$ cat config.mk
export PLATFORM = sky130hd
export DESIGN_NAME = multicycle_control_unit_flat
export DESIGN_NICKNAME = d
export VERILOG_FILES = /design/src/rtl/multicycle_control_unit_if.sv /design/src/rtl/multicycle_control_unit.sv /design/src/flat_wrapper.sv
export SDC_FILE = /design/constraint.sdc
export NUM_CORES = 1
export LEC_CHECK = 0
export CORE_AREA = 2 2 67 75
export CTS_CLUSTER_SIZE = 28
export DETAILED_ROUTE_END_ITERATION = 6
export DIE_AREA = 0 0 69 77
export GPL_ROUTABILITY_DRIVEN = 1
export SLEW_MARGIN = 20
export SYNTH_ARGS = -nofsm -noshare
export SYNTH_HDL_FRONTEND = slang
export SYNTH_SLANG_ARGS = --single-unit
export TNS_END_PERCENT = 30
$ cat constraint.sdc
create_clock -name CLK -period 5.3 [get_ports CLK]
set_input_delay 1.06 -clock CLK [delete_from_list [all_inputs] [get_ports CLK]]
set_output_delay 1.06 -clock CLK [all_outputs]
set_load 0.01 [all_outputs]
$ cat src/rtl/multicycle_control_unit_if.sv
// Control-unit <-> datapath signal bundle for the multicycle ARM core.
// The control unit connects through master; the datapath connects through slave.
interface multicycle_control_unit_if;
  logic [3:0] Cond;
  logic [1:0] Op;
  logic [5:0] Funct;
  logic [3:0] Rd;
  logic [3:0] ALUFlags;
  logic       PCWrite;
  logic       IRWrite;
  logic       AdrSrc;
  logic       MemWrite;
  logic       RegWrite;
  logic       ALUSrcA;
  logic [1:0] ALUSrcB;
  logic [1:0] ResultSrc;
  logic [1:0] ImmSrc;
  logic [1:0] RegSrc;
  logic [1:0] ALUControl;
  logic [3:0] Flags;
  logic [3:0] State;

  modport master (
    input  Cond, Op, Funct, Rd, ALUFlags,
    output PCWrite, IRWrite, AdrSrc, MemWrite, RegWrite, ALUSrcA, ALUSrcB, ResultSrc,
           ImmSrc, RegSrc, ALUControl, Flags, State
  );

  modport slave (
    output Cond, Op, Funct, Rd, ALUFlags,
    input  PCWrite, IRWrite, AdrSrc, MemWrite, RegWrite, ALUSrcA, ALUSrcB, ResultSrc,
           ImmSrc, RegSrc, ALUControl, Flags, State
  );
endinterface

$ cat src/rtl/multicycle_control_unit.sv
// Multicycle ARM control FSM: Moore controls registered with the state, NZCV flag register,
// and condition-code gating of PC, register-file, memory and flag writes.
module multicycle_control_unit (
  input  logic                        CLK,
  input  logic                        RST,
  multicycle_control_unit_if.master   bus
);

  typedef enum logic [3:0] {
    StFetch  = 4'd0,
    StDecode = 4'd1,
    StMemAdr = 4'd2,
    StMemRd  = 4'd3,
    StMemWb  = 4'd4,
    StMemWr  = 4'd5,
    StExecR  = 4'd6,
    StExecI  = 4'd7,
    StAluWb  = 4'd8,
    StBranch = 4'd9
  } state_e;

  typedef struct packed {
    logic       irw;
    logic       adr;
    logic       srca;
    logic       next_pc;
    logic       regw;
    logic       memw;
    logic       branch;
    logic       alu_op;
    logic [1:0] srcb;
    logic [1:0] ress;
  } ctl_t;

  function automatic ctl_t moore_ctl(state_e s);
    ctl_t c;
    c = '0;
    case (s)
      StFetch: begin
        c.irw = 1'b1; c.next_pc = 1'b1; c.srca = 1'b1; c.srcb = 2'b10; c.ress = 2'b10;
      end
      StDecode: begin
        c.srca = 1'b1; c.srcb = 2'b10; c.ress = 2'b10;
      end
      StMemAdr: c.srcb = 2'b01;
      StMemRd:  c.adr = 1'b1;
      StMemWb:  begin c.ress = 2'b01; c.regw = 1'b1; end
      StMemWr:  begin c.adr = 1'b1; c.memw = 1'b1; end
      StExecR:  c.alu_op = 1'b1;
      StExecI:  begin c.srcb = 2'b01; c.alu_op = 1'b1; end
      StAluWb:  c.regw = 1'b1;
      StBranch: begin c.srcb = 2'b01; c.ress = 2'b10; c.branch = 1'b1; end
      default:  c = '0;
    endcase
    return c;
  endfunction

  state_e     state_q, state_d;
  ctl_t       ctl_q;
  logic [3:0] flags_q;
  logic [1:0] alu_control;
  logic [1:0] flag_w;
  logic       no_write;
  logic       cond_ex;
  logic       pcs;

  always_comb begin
    state_d = StFetch;
    case (state_q)
      StFetch:  state_d = StDecode;
      StDecode: begin
        case (bus.Op)
          2'b01:   state_d = StMemAdr;
          2'b00:   state_d = bus.Funct[5] ? StExecI : StExecR;
          2'b10:   state_d = StBranch;
          default: state_d = StFetch;
        endcase
      end
      StMemAdr: state_d = bus.Funct[0] ? StMemRd : StMemWr;
      StMemRd:  state_d = StMemWb;
      StExecR:  state_d = StAluWb;
      StExecI:  state_d = StAluWb;
      default:  state_d = StFetch;
    endcase
  end

  // Moore controls are decoded from the next state so they come straight off flops.
  always_ff @(posedge CLK or posedge RST) begin
    if (RST) begin
      state_q <= StFetch;
      ctl_q   <= moore_ctl(StFetch);
    end else begin
      state_q <= state_d;
      ctl_q   <= moore_ctl(state_d);
    end
  end

  always_comb begin
    alu_control = 2'b00;
    if (ctl_q.alu_op) begin
      case (bus.Funct[4:1])
        4'b0100: alu_control = 2'b00;
        4'b0010: alu_control = 2'b01;
        4'b0000: alu_control = 2'b10;
        4'b1100: alu_control = 2'b11;
        4'b1010: alu_control = 2'b01;
        default: alu_control = 2'b00;
      endcase
    end
  end

  // CMP is decoded from the held instruction fields, so it still blocks the write in ALUWB.
  assign no_write  = (bus.Op == 2'b00) && (bus.Funct[4:1] == 4'b1010);
  assign flag_w[1] = ctl_q.alu_op & bus.Funct[0];
  assign flag_w[0] = flag_w[1] & ~alu_control[1];

  always_comb begin
    cond_ex = 1'b0;
    case (bus.Cond)
      4'b0000: cond_ex = flags_q[2];
      4'b0001: cond_ex = ~flags_q[2];
      4'b0010: cond_ex = flags_q[1];
      4'b0011: cond_ex = ~flags_q[1];
      4'b0100: cond_ex = flags_q[3];
      4'b0101: cond_ex = ~flags_q[3];
      4'b0110: cond_ex = flags_q[0];
      4'b0111: cond_ex = ~flags_q[0];
      4'b1000: cond_ex = flags_q[1] & ~flags_q[2];
      4'b1001: cond_ex = ~flags_q[1] | flags_q[2];
      4'b1010: cond_ex = (flags_q[3] == flags_q[0]);
      4'b1011: cond_ex = (flags_q[3] != flags_q[0]);
      4'b1100: cond_ex = ~flags_q[2] & (flags_q[3] == flags_q[0]);
      4'b1101: cond_ex = flags_q[2] | (flags_q[3] != flags_q[0]);
      4'b1110: cond_ex = 1'b1;
      default: cond_ex = 1'b0;
    endcase
  end

  always_ff @(posedge CLK or posedge RST) begin
    if (RST) begin
      flags_q <= 4'b0000;
    end else if (cond_ex && (state_q == StExecR || state_q == StExecI)) begin
      if (flag_w[1]) flags_q[3:2] <= bus.ALUFlags[3:2];
      if (flag_w[0]) flags_q[1:0] <= bus.ALUFlags[1:0];
    end
  end

  assign pcs            = ((bus.Rd == 4'b1111) & ctl_q.regw) | ctl_q.branch;
  assign bus.PCWrite    = ctl_q.next_pc | (pcs & cond_ex);
  assign bus.RegWrite   = ctl_q.regw & cond_ex & ~no_write;
  assign bus.MemWrite   = ctl_q.memw & cond_ex;
  assign bus.IRWrite    = ctl_q.irw;
  assign bus.AdrSrc     = ctl_q.adr;
  assign bus.ALUSrcA    = ctl_q.srca;
  assign bus.ALUSrcB    = ctl_q.srcb;
  assign bus.ResultSrc  = ctl_q.ress;
  assign bus.ImmSrc     = bus.Op;
  assign bus.RegSrc     = {bus.Op == 2'b01, bus.Op == 2'b10};
  assign bus.ALUControl = alu_control;
  assign bus.Flags      = flags_q;
  assign bus.State      = state_q;

endmodule

$ cat src/flat_wrapper.sv
// flat-port wrapper written by rule: the top's interface ports become plain ports
module multicycle_control_unit_flat 
  (CLK, RST, bus_Cond, bus_Op, bus_Funct, bus_Rd, bus_ALUFlags, bus_PCWrite, bus_IRWrite, bus_AdrSrc, bus_MemWrite, bus_RegWrite, bus_ALUSrcA, bus_ALUSrcB, bus_ResultSrc, bus_ImmSrc, bus_RegSrc, bus_ALUControl, bus_Flags, bus_State);
  multicycle_control_unit_if bus_i ();
  input  logic CLK;
  input  logic RST;
  input wire logic [$bits(bus_i.Cond)-1:0] bus_Cond;
  input wire logic [$bits(bus_i.Op)-1:0] bus_Op;
  input wire logic [$bits(bus_i.Funct)-1:0] bus_Funct;
  input wire logic [$bits(bus_i.Rd)-1:0] bus_Rd;
  input wire logic [$bits(bus_i.ALUFlags)-1:0] bus_ALUFlags;
  output wire logic [$bits(bus_i.PCWrite)-1:0] bus_PCWrite;
  output wire logic [$bits(bus_i.IRWrite)-1:0] bus_IRWrite;
  output wire logic [$bits(bus_i.AdrSrc)-1:0] bus_AdrSrc;
  output wire logic [$bits(bus_i.MemWrite)-1:0] bus_MemWrite;
  output wire logic [$bits(bus_i.RegWrite)-1:0] bus_RegWrite;
  output wire logic [$bits(bus_i.ALUSrcA)-1:0] bus_ALUSrcA;
  output wire logic [$bits(bus_i.ALUSrcB)-1:0] bus_ALUSrcB;
  output wire logic [$bits(bus_i.ResultSrc)-1:0] bus_ResultSrc;
  output wire logic [$bits(bus_i.ImmSrc)-1:0] bus_ImmSrc;
  output wire logic [$bits(bus_i.RegSrc)-1:0] bus_RegSrc;
  output wire logic [$bits(bus_i.ALUControl)-1:0] bus_ALUControl;
  output wire logic [$bits(bus_i.Flags)-1:0] bus_Flags;
  output wire logic [$bits(bus_i.State)-1:0] bus_State;
  assign bus_i.Cond = bus_Cond;
  assign bus_i.Op = bus_Op;
  assign bus_i.Funct = bus_Funct;
  assign bus_i.Rd = bus_Rd;
  assign bus_i.ALUFlags = bus_ALUFlags;
  assign bus_PCWrite = bus_i.PCWrite;
  assign bus_IRWrite = bus_i.IRWrite;
  assign bus_AdrSrc = bus_i.AdrSrc;
  assign bus_MemWrite = bus_i.MemWrite;
  assign bus_RegWrite = bus_i.RegWrite;
  assign bus_ALUSrcA = bus_i.ALUSrcA;
  assign bus_ALUSrcB = bus_i.ALUSrcB;
  assign bus_ResultSrc = bus_i.ResultSrc;
  assign bus_ImmSrc = bus_i.ImmSrc;
  assign bus_RegSrc = bus_i.RegSrc;
  assign bus_ALUControl = bus_i.ALUControl;
  assign bus_Flags = bus_i.Flags;
  assign bus_State = bus_i.State;
  multicycle_control_unit u_core (.CLK(CLK), .RST(RST), .bus(bus_i));
endmodule
==> summary.md, run 1 <==
| Metric | Value |
|---|---|
| Status | finished clean |
| Max-Slew Margin vs Limit | 52.93% |
| TritonCTS Buffers | 3 |
| Post-synth top area share | 34.32% |
| Hold buffer count at cts | 0 |
| Initial core utilization | 24.01% |
| Top-count cell post-synth | dfrtp_1 |
| Diodes inserted | 0 |
| Dpl cells | 206 |
| Cell area after placement | 1554 um2 |
| Antenna violations before repair | 0 |
| Ranking of synthesized cells by area | dfrtp_1, dfstp_2, buf_4 |
| Grt met2 use | 18.08% |
| Global route hottest layer | met2 |
| #FFs+latches synth | 19 |
| Endpoint class of the critical path | primary output |
| Synth Warn # | 0 |
| Post-DP HPWL | 2.114 mm |
| Via density | 4.629 |
| Root Buffer | clkbuf_8 |
| Total number of vias | 972 |
| Power Density | 369.1 nW/um2 |
| Post-cts sizing count | 0 |
| Crit Path Category | primary input to primary output |
| Post-synth EDFFs | 0 |
| MaxCap Viol Count | 0 |
| Die area | 5313 um2 |
| Async S/R FF share, synth | 100.0% |
| Sequential cell area fraction in the yosys report | 43.94% |
| Post-Route WL | 2.713 mm |
| Number of port buffers | 45 |
| Tcrit/Tclk final | 85.49% |
| # IOs | 46 |
| Main synth FF type | dfrtp_1 |
| GR Layer Usage met3 | 2.365% |
| DRT Pass-1 Iters | 4 |
| Worst-skew pair later-pin latency | 0.25 ns |
| # DRC | 0 |
| Global-route met1 utilization | 12.32% |
| P&R area growth vs syn | 46.22% |
| DR iter-0 viols | 25 |
| Synth cell types | 42 |
| Mapped Area | 1094 um2 |
| Number of global-route vias before repair | 979 |
| Fmax | 220.7 MHz |
| Reg clk slew, reported paths | 0.07 ns |
| TritonCTS clock tree | yes |
| Final Cell Area | 1599 um2 |
| Largest net degree at the start of global routing | 20 |
| Overall die width | 69 um |
| Endpoints failing setup | 0 |
| Post-synth top cells | dfrtp_1, nor2_1, buf_4, nand2_1, nand2b_1 |
| Final clock skew | 0.0007453 ns |
| CP Data Required Time | 4.24 ns |
| Core area | 4554 um2 |
| Max clock buf depth | 2 |
| RePlAce Congestion | 0.8391 |
| Power, Total | 0.5903 mW |
| Final Hold Fails | 0 |
| Antenna-violating nets left | 0 |
| Sum of negative setup slack | 0 ns |
| First-pass GRT wire length | 4.485 mm |
| Crit path DAT | 3.47 ns |
| Share of cells above drive strength 1 | 11.69% |
| Crit path time final | 4.531 ns |
| Routed WL per cell | 12.92 um |
| Synth Net Count | 136 |
| CTS H-tree lvls | 1 |
| Maximum vdd drop | 0.1693 mV |
| CTS sink count | 19 |
| Max-slew violation total from the final report | 0 |
| Worst Setup Start Kind | primary input |
| Die H | 77 um |
| Post-synth top area cell | dfrtp_1 |
| Global-route usage over all layers | 10.40% |
| RSZ-0062 raised after global routing | no |
| Row count | 26 |
| HP Class | flip-flop to flip-flop |
| Setup bufs post-CTS | 0 |
| Worst Path Max Fanout | 10 |
| Leak pwr | 0.6541 nW |
| Nets | 177 |
| Slew @ Worst Pin | 0.7053 ns |
| Post-Synthesis Cells | 114 |
| Layout Cells excl Fill | 210 |
| Global route overflow | 0 |
| Syn Area/Cell | 9.593 um2 |
placed cells by master (no fill, tap or decap), types with 4 or more instances in the layout:
master and count:
clkdlybuf4s50_1 45, dfrtp_1 15, nor2_1 12, nand2b_1 6, nand2_1 6, nor2b_1 5, a21oi_1 5, inv_1 4
nand3_1 4, dfstp_2 4
sequential cells by signal (all words and copies together), names as in the netlist:
| signal | flops |
|---|---|
| u_core.bus.Flags | 4 |
| u_core.bus.ALUSrcA | 1 |
| u_core.bus.State | 4 |
| u_core.bus.IRWrite | 1 |
| u_core.bus.AdrSrc | 1 |
| u_core.bus.ResultSrc | 2 |
| u_core.bus.ALUSrcB | 2 |
| u_core.ctl_q | 4 |
path summary, 6_finish.rpt:
kind	startpoint	end	slack (ns)	cells past startpoint
min in group asynchronous	RST	u_core.bus.ALUSrcB[0]	1.22	2
max in group asynchronous	RST	u_core.bus.ResultSrc[0]	3.63	2
setup reg to reg	u_core.bus.Flags[0]	u_core.bus.Flags[0]	3.07	6
hold / removal	u_core.bus.State[3]	u_core.bus.State[3]	0.54	1
hold reg to reg	u_core.bus.State[3]	u_core.bus.State[3]	0.54	1
setup / recovery	bus_Cond[2]	bus_MemWrite	0.77	7
where the power goes:
| part | internal [mW] | switching [mW] | total, mW |
|---|---|---|---|
| combinational | 0.139 | 0.115 | 0.253 |
| sequential | 0.199 | 0.0378 | 0.237 |
| clock | 0.0535 | 0.0463 | 0.0998 |
| total | 0.392 | 0.199 | 0.590 |
critical path, stage by stage:
cell	delay, ns
clkdlybuf4s50_1	0.64
mux2_2	0.37
a21oi_1	0.19
o311ai_1	0.12
a211oi_2	0.35
and2b_2	0.26
clkdlybuf4s50_1	0.47
final cells by class:
type	instances	area [um2]
Timing Repair Buffer	45	450.4
Fill cell	479	2955
Sequential cell	19	480.5
Clock buffer	4	45.04
Tap cell	56	70.07
Inverter	4	15.01
Multi-Input combinational cell	82	538.0
per-layer routing:
metal	wire length (um)	vias to the layer above
met5	0	-
met4	56	0
met3	138	7
met2	1395	35
met1	1122	452
li1	-	478
per-stage QoR:
stage               worst slack [ns]  utilization [%]  hold slack [ns]
floorplan                      1.911                -           0.5129
global placement              0.8553            34.12           0.5219
detailed placement            0.7609            34.12           0.5262
CTS                           0.7525            35.11           0.5423
global route                  0.6341            35.11           0.5677
finish                        0.7689            35.11           0.5430
cells by family (layout without fill, tap and decap cells):
group / Yosys count / count (layout) / synth area share, %
and+or+nand+nor: 52 / 52 / 26.32
AOI/OAI and AO/OA: 22 / 22 / 15.22
DFF: 19 / 19 / 43.94
buffers and inverters: 13 / 53 / 6.864
muxes: 6 / 6 / 6.064
xor gates and xnor gates: 2 / 2 / 1.602
Power figures use the tool's default switching activity.
==> run 2: changes to the inputs <==
--- a/config.mk
+++ b/config.mk
@@ -5,10 +5,11 @@
 export SDC_FILE = /design/constraint.sdc
 export NUM_CORES = 1
 export LEC_CHECK = 0
-export CORE_AREA = 2 2 67 75
+export ABC_AREA = 1
+export CORE_AREA = 2 2 67 76
 export CTS_CLUSTER_SIZE = 28
 export DETAILED_ROUTE_END_ITERATION = 6
-export DIE_AREA = 0 0 69 77
+export DIE_AREA = 0 0 69 78
 export GPL_ROUTABILITY_DRIVEN = 1
 export SLEW_MARGIN = 20
 export SYNTH_ARGS = -nofsm -noshare
==> constraint.sdc (replaced) <==
create_clock -name CLK -period 4.1 [get_ports CLK]
set_input_delay 0.615 -clock CLK [delete_from_list [all_inputs] [get_ports CLK]]
set_output_delay 0.615 -clock CLK [all_outputs]
set_load 0.01 [all_outputs]
==> summary.md, run 2 <==
| Metric | Value |
|---|---|
| Worst path cell trace | clkdlybuf4s50_1 > inv_1 > nor2_1 > nand2_1 > a21oi_1 > nor2_2 > nand3_4 > o211ai_1 > inv_1 > clkdlybuf4s50_1 |
| Final Hold Fails | 0 (unchanged) |
| Largest net degree at the start of global routing | 20 (unchanged) |
| Synth cell types | 28 (-33%) |
| Reg clk slew, reported paths | 0.07 ns (about the same) |
| Crit path time final | 3.204 ns |
| RePlAce Congestion | 0.8670 (+3.3%) |
| Reg2reg setup slack | 2.70 ns (-0.37 ns) |
| Initial core utilization | 24.67% (+0.66 points) |
| Footprint of the multi-input gates | 503.0 um2 (-6.5%) |
| #FFs+latches synth | 19 (unchanged) |
| Post-Synthesis Cells | 151 (+32%) |
| Syn Area/Cell | 7.441 um2 (-22%) |
| Max-slew violation total from the final report | 0 (unchanged) |
| DRT Pass-1 Iters | 4 (unchanged) |
| Fillers | 509 (+6.3%) |
| Worst Setup Start Kind | primary input |
| Async S/R FF share, synth | 100.0% (unchanged) |
| Ranking of synthesized cells by area | dfrtp_1, nand2_1, dfstp_2 |
| Endpoint class of the critical path | primary output |
| Crit Path Category | primary input to primary output |
| Post-DP HPWL | 2.206 mm (+4.3%) |
| Leak pwr | 0.7887 nW (+21%) |
| R2r startpoint | u_core.bus.State[3] |
| Total number of vias | 1,078 (+11%) |
| Worst Path Max Fanout | 9 (-1) |
| Register area | 480.5 um2 (unchanged) |
| Number of global-route vias before repair | 1,048 (+7.0%) |
| Most common cell after layout, fill and taps aside | clkdlybuf4s50_1 |
| Post-synth top area cell | dfrtp_1 |
| WL met1 | 1.197 mm (+6.7%) |
| Global route overflow | 0 (unchanged) |
| Routed WL per cell | 10.84 um (-16%) |
| Via density | 4.329 (-6.5%) |
| Crit path max-delay family | buffers and inverters |
| Met2 WL | 1.342 mm (-3.8%) |
| Main synth FF type | dfrtp_1 |
| Row count | 26 (unchanged) |
| R2r endpoint | u_core.bus.ResultSrc[1] |
| HP Class | flip-flop to flip-flop |
| Root Buffer | clkbuf_8 |
| Antenna-violating nets left | 0 (unchanged) |
| Diodes inserted | 0 (unchanged) |
| Tcrit/Tclk final | 78.14% |
| Global-route usage over all layers | 10.42% (+0.017 points) |
| TritonCTS Buffers | 3 (unchanged) |
| DR iter-0 viols | 50 (+100%) |
| CTS H-tree lvls | 1 (unchanged) |
| TritonCTS clock tree | yes |
| Power Density | 474.1 nW/um2 (+28%) |
| Sequential cell area fraction in the yosys report | 42.76% (-1.2 points) |
| Top Metal Used | met4 |
| Switch share | 35.99% (+2.3 points) |
| Nets | 216 (+22%) |
| Worst Path Buf+Inv | 4 (+2) |
| Logic pwr share | 45.6% (+2.7 points) |
| Max-Slew Margin vs Limit | 52.57% (-0.36 points) |
| Fmax | 312.1 MHz |
| RSZ-0062 raised after global routing | no |
| Synth Net Count | 173 (+27%) |
| Post-synth top cells | nand2_1, inv_1, nor2_1 |
| Die H | 78 um (+1.3%) |
| Share of cells above drive strength 1 | 12.44% (+0.75 points) |
| Crit path DAT | 2.59 ns (-0.88 ns) |
| Most frequent cells in the layout | clkdlybuf4s50_1, nand2_1, inv_1, nor2_1, dfrtp_1 |
| Cell Int Power | 0.4978 mW (+27%) |
| Antenna violations before repair | 0 (unchanged) |
| P&R area growth vs syn | 45.99% |
| # IOs | 46 (unchanged) |
| Worst path slowest cell | clkdlybuf4s50_1 |
| Core area | 4554 um2 (unchanged) |
| Layout Cells excl Fill | 249 (+19%) |
| Hold path cells | 2 (+1) |
| CTS sink count | 19 (unchanged) |
| Worst-skew pair later-pin latency | 0.25 ns (about the same) |
| Endpoints failing setup | 0 (unchanged) |
| Clock share of power | 16.2% (-0.7 points) |
| Max clock buf depth | 2 (unchanged) |
| Flop pwr share | 38.2% (-2.0 points) |
| Sum of negative setup slack | 0 ns (unchanged) |
| First-pass GRT wire length | 4.657 mm (+3.8%) |
| Slew @ Worst Pin | 0.7106 ns (+0.005383 ns) |
| Final clock skew | 0.002824 ns (+0.002079 ns) |
| Hold buffer count at cts | 0 (unchanged) |
| Post-synth EDFFs | 0 (unchanged) |
| Net Sw Power | 0.2799 mW (+41%) |
| Dpl cells | 245 (+19%) |
| Post-Route WL | 2.700 mm (-0.48%) |
| Maximum vdd drop | 0.3796 mV (+120%) |
| Overall die width | 69 um (unchanged) |
| Top-count cell post-synth | nand2_1 |
| Mapped Area | 1124 um2 (+2.7%) |
| Setup bufs post-CTS | 0 (unchanged) |
| MaxCap Viol Count | 0 (unchanged) |
| Post-synth top area share | 33.41% (-0.92 points) |
| CP Data Required Time | 3.48 ns (-0.76 ns) |
| Min-delay src | u_core.bus.Flags[1] |
| Largest stage delay on the critical path | 0.55 ns (-0.09 ns) |
| Detail Route met3 WL | 147 um (+6.5%) |
| Hold Path Sink | u_core.bus.Flags[1] |
| # DRC | 0 (unchanged) |
| Status | finished clean |
| Synth Warn # | 0 (unchanged) |
| Die area | 5382 um2 (+1.3%) |
| Post-cts sizing count | 0 (unchanged) |
| Number of port buffers | 45 (unchanged) |
| Reg2reg path depth | 10 (+4) |
-- run 2: changes by cell type after synthesis, moves of 4 or more --
cell	delta
nand4_1	+5
inv_2	+4
nand3_1	+10
nand2b_1	-6
nand2_1	+33
nor2_2	+5
nor2b_1	-5
nor2_1	+5
inv_1	+16
-- run 2: routing by layer --
| layer | global-route usage [%] | vias to the layer above |
|---|---|---|
| met5 | 0 | - |
| met4 | 1.765 | 0 |
| met1 | 12.74 | 495 |
| li1 | - | 555 |
| met2 | 18.46 | 26 |
| met3 | 2.857 | 2 |
-- run 2: per-stage QoR --
step	setup slack, ns	power (mW)	instance area [um2]	util, %	hold slack, ns
floorplan	2.047	0.5041	1124	-	0.5395
global placement	0.8901	0.6604	1594	35.00	0.5341
detailed placement	0.8839	0.6595	1594	35.00	0.5176
CTS	0.8763	0.7910	1640	36.02	0.5368
global route	0.6993	0.8460	1640	36.02	0.5591
finish	0.8962	0.7777	1640	36.02	0.5317
-- run 2: area by class of cell --
class | instances | share of cell area [%]
Inverter | 24 | 5.492
Timing Repair Buffer | 45 | 27.46
Clock inverter | 1 | 0.3051
Sequential cell | 19 | 29.29
Clock buffer | 3 | 2.517
Tap cell | 56 | 4.272
Multi-Input combinational cell | 101 | 30.66
-- run 2: worst max-delay path by stage --
stage                      from            to  slack (ns)  cells after the start
finish              bus_Cond[2]  bus_RegWrite        0.90                     10
global route        bus_Cond[2]  bus_RegWrite        0.70                     12
CTS                 bus_Cond[2]  bus_RegWrite        0.88                     10
detailed placement  bus_Cond[2]  bus_RegWrite        0.88                     10
global placement    bus_Cond[2]  bus_RegWrite        0.89                     10
floorplan           bus_Cond[0]   bus_PCWrite        2.05                      9
-- run 2: power by group through the flow --
stage | Sequential, mW | Clock, mW | Combinational (mW)
after global placement | 0.303 | 0 | 0.357
after detailed placement | 0.301 | 0 | 0.359
after CTS | 0.299 | 0.131 | 0.361
after floorplan | 0.306 | 0 | 0.198
final | 0.297 | 0.126 | 0.354
after global routing | 0.306 | 0.140 | 0.400
-- run 2: kinds of logic (layout without fill, tap and decap cells) --
family | Yosys count | count (layout) | share of synthesized area (%)
and+or+nand+nor | 89 | 89 | 37.42
buffers and inverters | 31 | 73 | 12.47
xor gates and xnor gates | 1 | 1 | 0.7797
DFF | 19 | 19 | 42.76
AOI/OAI and AO/OA | 11 | 11 | 6.572
-- run 2: worst min-delay path, cell delays in order (launching register included) --
cell and delay [ns]:
dfrtp_1 0.39, nand2_1 0.07, nand2_1 0.04
==> run 3: changes to the inputs <==
==> constraint.sdc (replaced) <==
create_clock -name CLK -period 2.75 [get_ports CLK]
set_input_delay 0.4125 -clock CLK [delete_from_list [all_inputs] [get_ports CLK]]
set_output_delay 0.4125 -clock CLK [all_outputs]
set_load 0.01 [all_outputs]
==> summary.md, run 3 (same netlist as run 2, synthesis figures left out) <==
| Metric | Value |
|---|---|
| Total number of vias | 1,064 (-1.3%) |
| P&R area growth vs syn | 48.11% |
| Final clock skew | 0.001481 ns (-0.001344 ns) |
| Min-delay src | u_core.bus.Flags[1] |
| Reg2reg path depth | 12 (+2) |
| # IOs | 46 (unchanged) |
| Global route overflow | 0 (unchanged) |
| Global-route usage over all layers | 10.41% (-0.011 points) |
| Global route hottest layer | met2 |
| Hold buffer count at cts | 0 (unchanged) |
| Max-Slew Margin vs Limit | 50.94% (-1.6 points) |
| R2r endpoint | u_core.bus.Flags[2] |
| Fmax | 381.8 MHz |
| Reg clk slew, reported paths | 0.07 ns (about the same) |
| RePlAce Congestion | 0.8172 (-5.7%) |
| Nets | 217 (+0.46%) |
| Number of port buffers | 45 (unchanged) |
| Row count | 26 (unchanged) |
| Max clock buf depth | 2 (unchanged) |
| Maximum vdd drop | 0.3462 mV (-8.8%) |
| First-pass GRT wire length | 4.595 mm (-1.3%) |
| Largest net degree at the start of global routing | 20 (unchanged) |
| Worst Path Max Fanout | 6 (-3) |
| DRT Pass-1 Iters | 4 (unchanged) |
| Most common cell after layout, fill and taps aside | clkdlybuf4s50_1 |
| Initial core utilization | 24.67% (unchanged) |
| Max-slew violation total from the final report | 0 (unchanged) |
| CTS sink count | 19 (unchanged) |
| TritonCTS Buffers | 3 (unchanged) |
| Final Util | 36.54% (+0.52 points) |
| Routed WL per cell | 10.60 um (-2.3%) |
| Post-DP HPWL | 2.153 mm (-2.4%) |
| Die H | 78 um (unchanged) |
| HP Class | flip-flop to flip-flop |
| Share of cells above drive strength 1 | 13.92% (+1.5 points) |
| Power Density | 699.4 nW/um2 (+48%) |
| CTS H-tree lvls | 1 (unchanged) |
| Grt met2 use | 19.33% (+0.87 points) |
| Status | finished clean |
| MaxCap Viol Count | 0 (unchanged) |
| CP Data Required Time | 2.34 ns (-1.14 ns) |
| Reg2reg setup slack | 1.30 ns (-1.40 ns) |
| Crit path DAT | 2.21 ns (-0.38 ns) |
| RSZ-0062 raised after global routing | no |
| GR Layer Usage met3 | 2.857% (unchanged) |
| Crit Path Category | primary input to primary output |
| Core area | 4554 um2 (unchanged) |
| Sum of negative setup slack | 0 ns (unchanged) |
| # DRC | 0 (unchanged) |
| Antenna-violating nets left | 0 (unchanged) |
| Crit path time final | 2.619 ns |
| Root Buffer | clkbuf_8 |
| TritonCTS clock tree | yes |
| Via density | 4.256 (-1.7%) |
| Slew @ Worst Pin | 0.7351 ns (+0.02441 ns) |
| Hold Path Sink | u_core.bus.Flags[1] |
| R2r startpoint | u_core.bus.Flags[3] |
| Endpoint class of the critical path | primary output |
| Overall die width | 69 um (unchanged) |
| Endpoints failing setup | 0 (unchanged) |
| Hold path cells | 2 (unchanged) |
| Setup bufs post-CTS | 0 (unchanged) |
| Post-Route WL | 2.649 mm (-1.9%) |
| Die area | 5382 um2 (unchanged) |
| Tcrit/Tclk final | 95.25% |
| Diodes inserted | 0 (unchanged) |
| Antenna violations before repair | 0 (unchanged) |
| Worst Setup Start Kind | primary input |
| Number of global-route vias before repair | 1,055 (+0.67%) |
| Leak pwr | 0.8184 nW (+3.8%) |
| Worst-skew pair later-pin latency | 0.25 ns (about the same) |
| Worst Setup SP | bus_Cond[1] |
| Most frequent cells in the layout | clkdlybuf4s50_1, nand2_1, inv_1, nor2_1, dfrtp_1 |
| Final Hold Fails | 0 (unchanged) |
| Global-route met1 utilization | 11.50% (-1.2 points) |
| DR iter-0 viols | 35 (-30%) |
## run 3: changes by cell type in the layout (fill, tap and decap cells not counted), moves of 2 or more
cell / delta
a21oi_1: -2
dlymetal6s2s_1: +3
clkdlybuf4s50_1: -3
a21oi_2: +2
## run 3: how the worst max path moves through the flow
stage and endpoint:
2_1_floorplan bus_PCWrite, 3_3_place_gp bus_RegWrite, 3_5_place_dp bus_RegWrite, 4_1_cts bus_RegWrite, 5_1_grt bus_RegWrite, 6_report bus_PCWrite
## run 3: through the flow
step | instance area (um2) | total power [mW] | worst slack [ns] | std cells | hold WS [ns]
CTS | 1647 | 1.184 | 0.06449 | 250 | 0.5661
finish | 1664 | 1.164 | 0.1305 | 250 | 0.5568
global placement | 1602 | 0.9891 | 0.05112 | 246 | 0.5516
detailed placement | 1602 | 0.9856 | 0.07174 | 246 | 0.5486
global route | 1664 | 1.263 | 0.02176 | 250 | 0.6080
floorplan | 1124 | 0.7516 | 1.102 | 151 | 0.3607
## run 3: final cells by class
class / instances / area (um2)
Fill cell: 502 / 2890
Multi-Input combinational cell: 101 / 513.0
Sequential cell: 19 / 480.5
Timing Repair Buffer: 46 / 465.4
Inverter: 24 / 90.09
Tap cell: 56 / 70.07
Clock buffer: 4 / 45.04
## run 3: power by group
part | total [mW] | internal (mW) | switching, mW | leakage [nW]
sequential | 0.442 | 0.383 | 0.0587 | 0.245
clock | 0.190 | 0.103 | 0.0875 | 0.0228
combinational | 0.532 | 0.262 | 0.269 | 0.551
total | 1.16 | 0.748 | 0.416 | 0.818
## run 3: worst max-delay path, cell delays in order
cell             delay (ns)
clkdlybuf4s50_1        0.58
inv_2                  0.10
nand3_1                0.07
nand2_1                0.05
nand2_1                0.05
nand3_1                0.07
nor2_2                 0.13
nand3_4                0.10
a21o_1                 0.16
clkdlybuf4s50_1        0.47
## run 3: what timing repair did
action / 4_1_cts / 5_1_grt
endpoints found under the setup margin: 0 / 3
endpoints found under the hold margin: 0 / 0
resized for setup: 0 / 6
## run 3: routing by layer
metal | routed length, um | share of wire (%) | vias to the layer above
li1 | - | - | 559
met3 | 134 | 5.1 | 2
met4 | 9 | 0.34 | 0
met2 | 1329 | 50 | 24
met1 | 1177 | 44 | 479
met5 | 0 | 0 | -
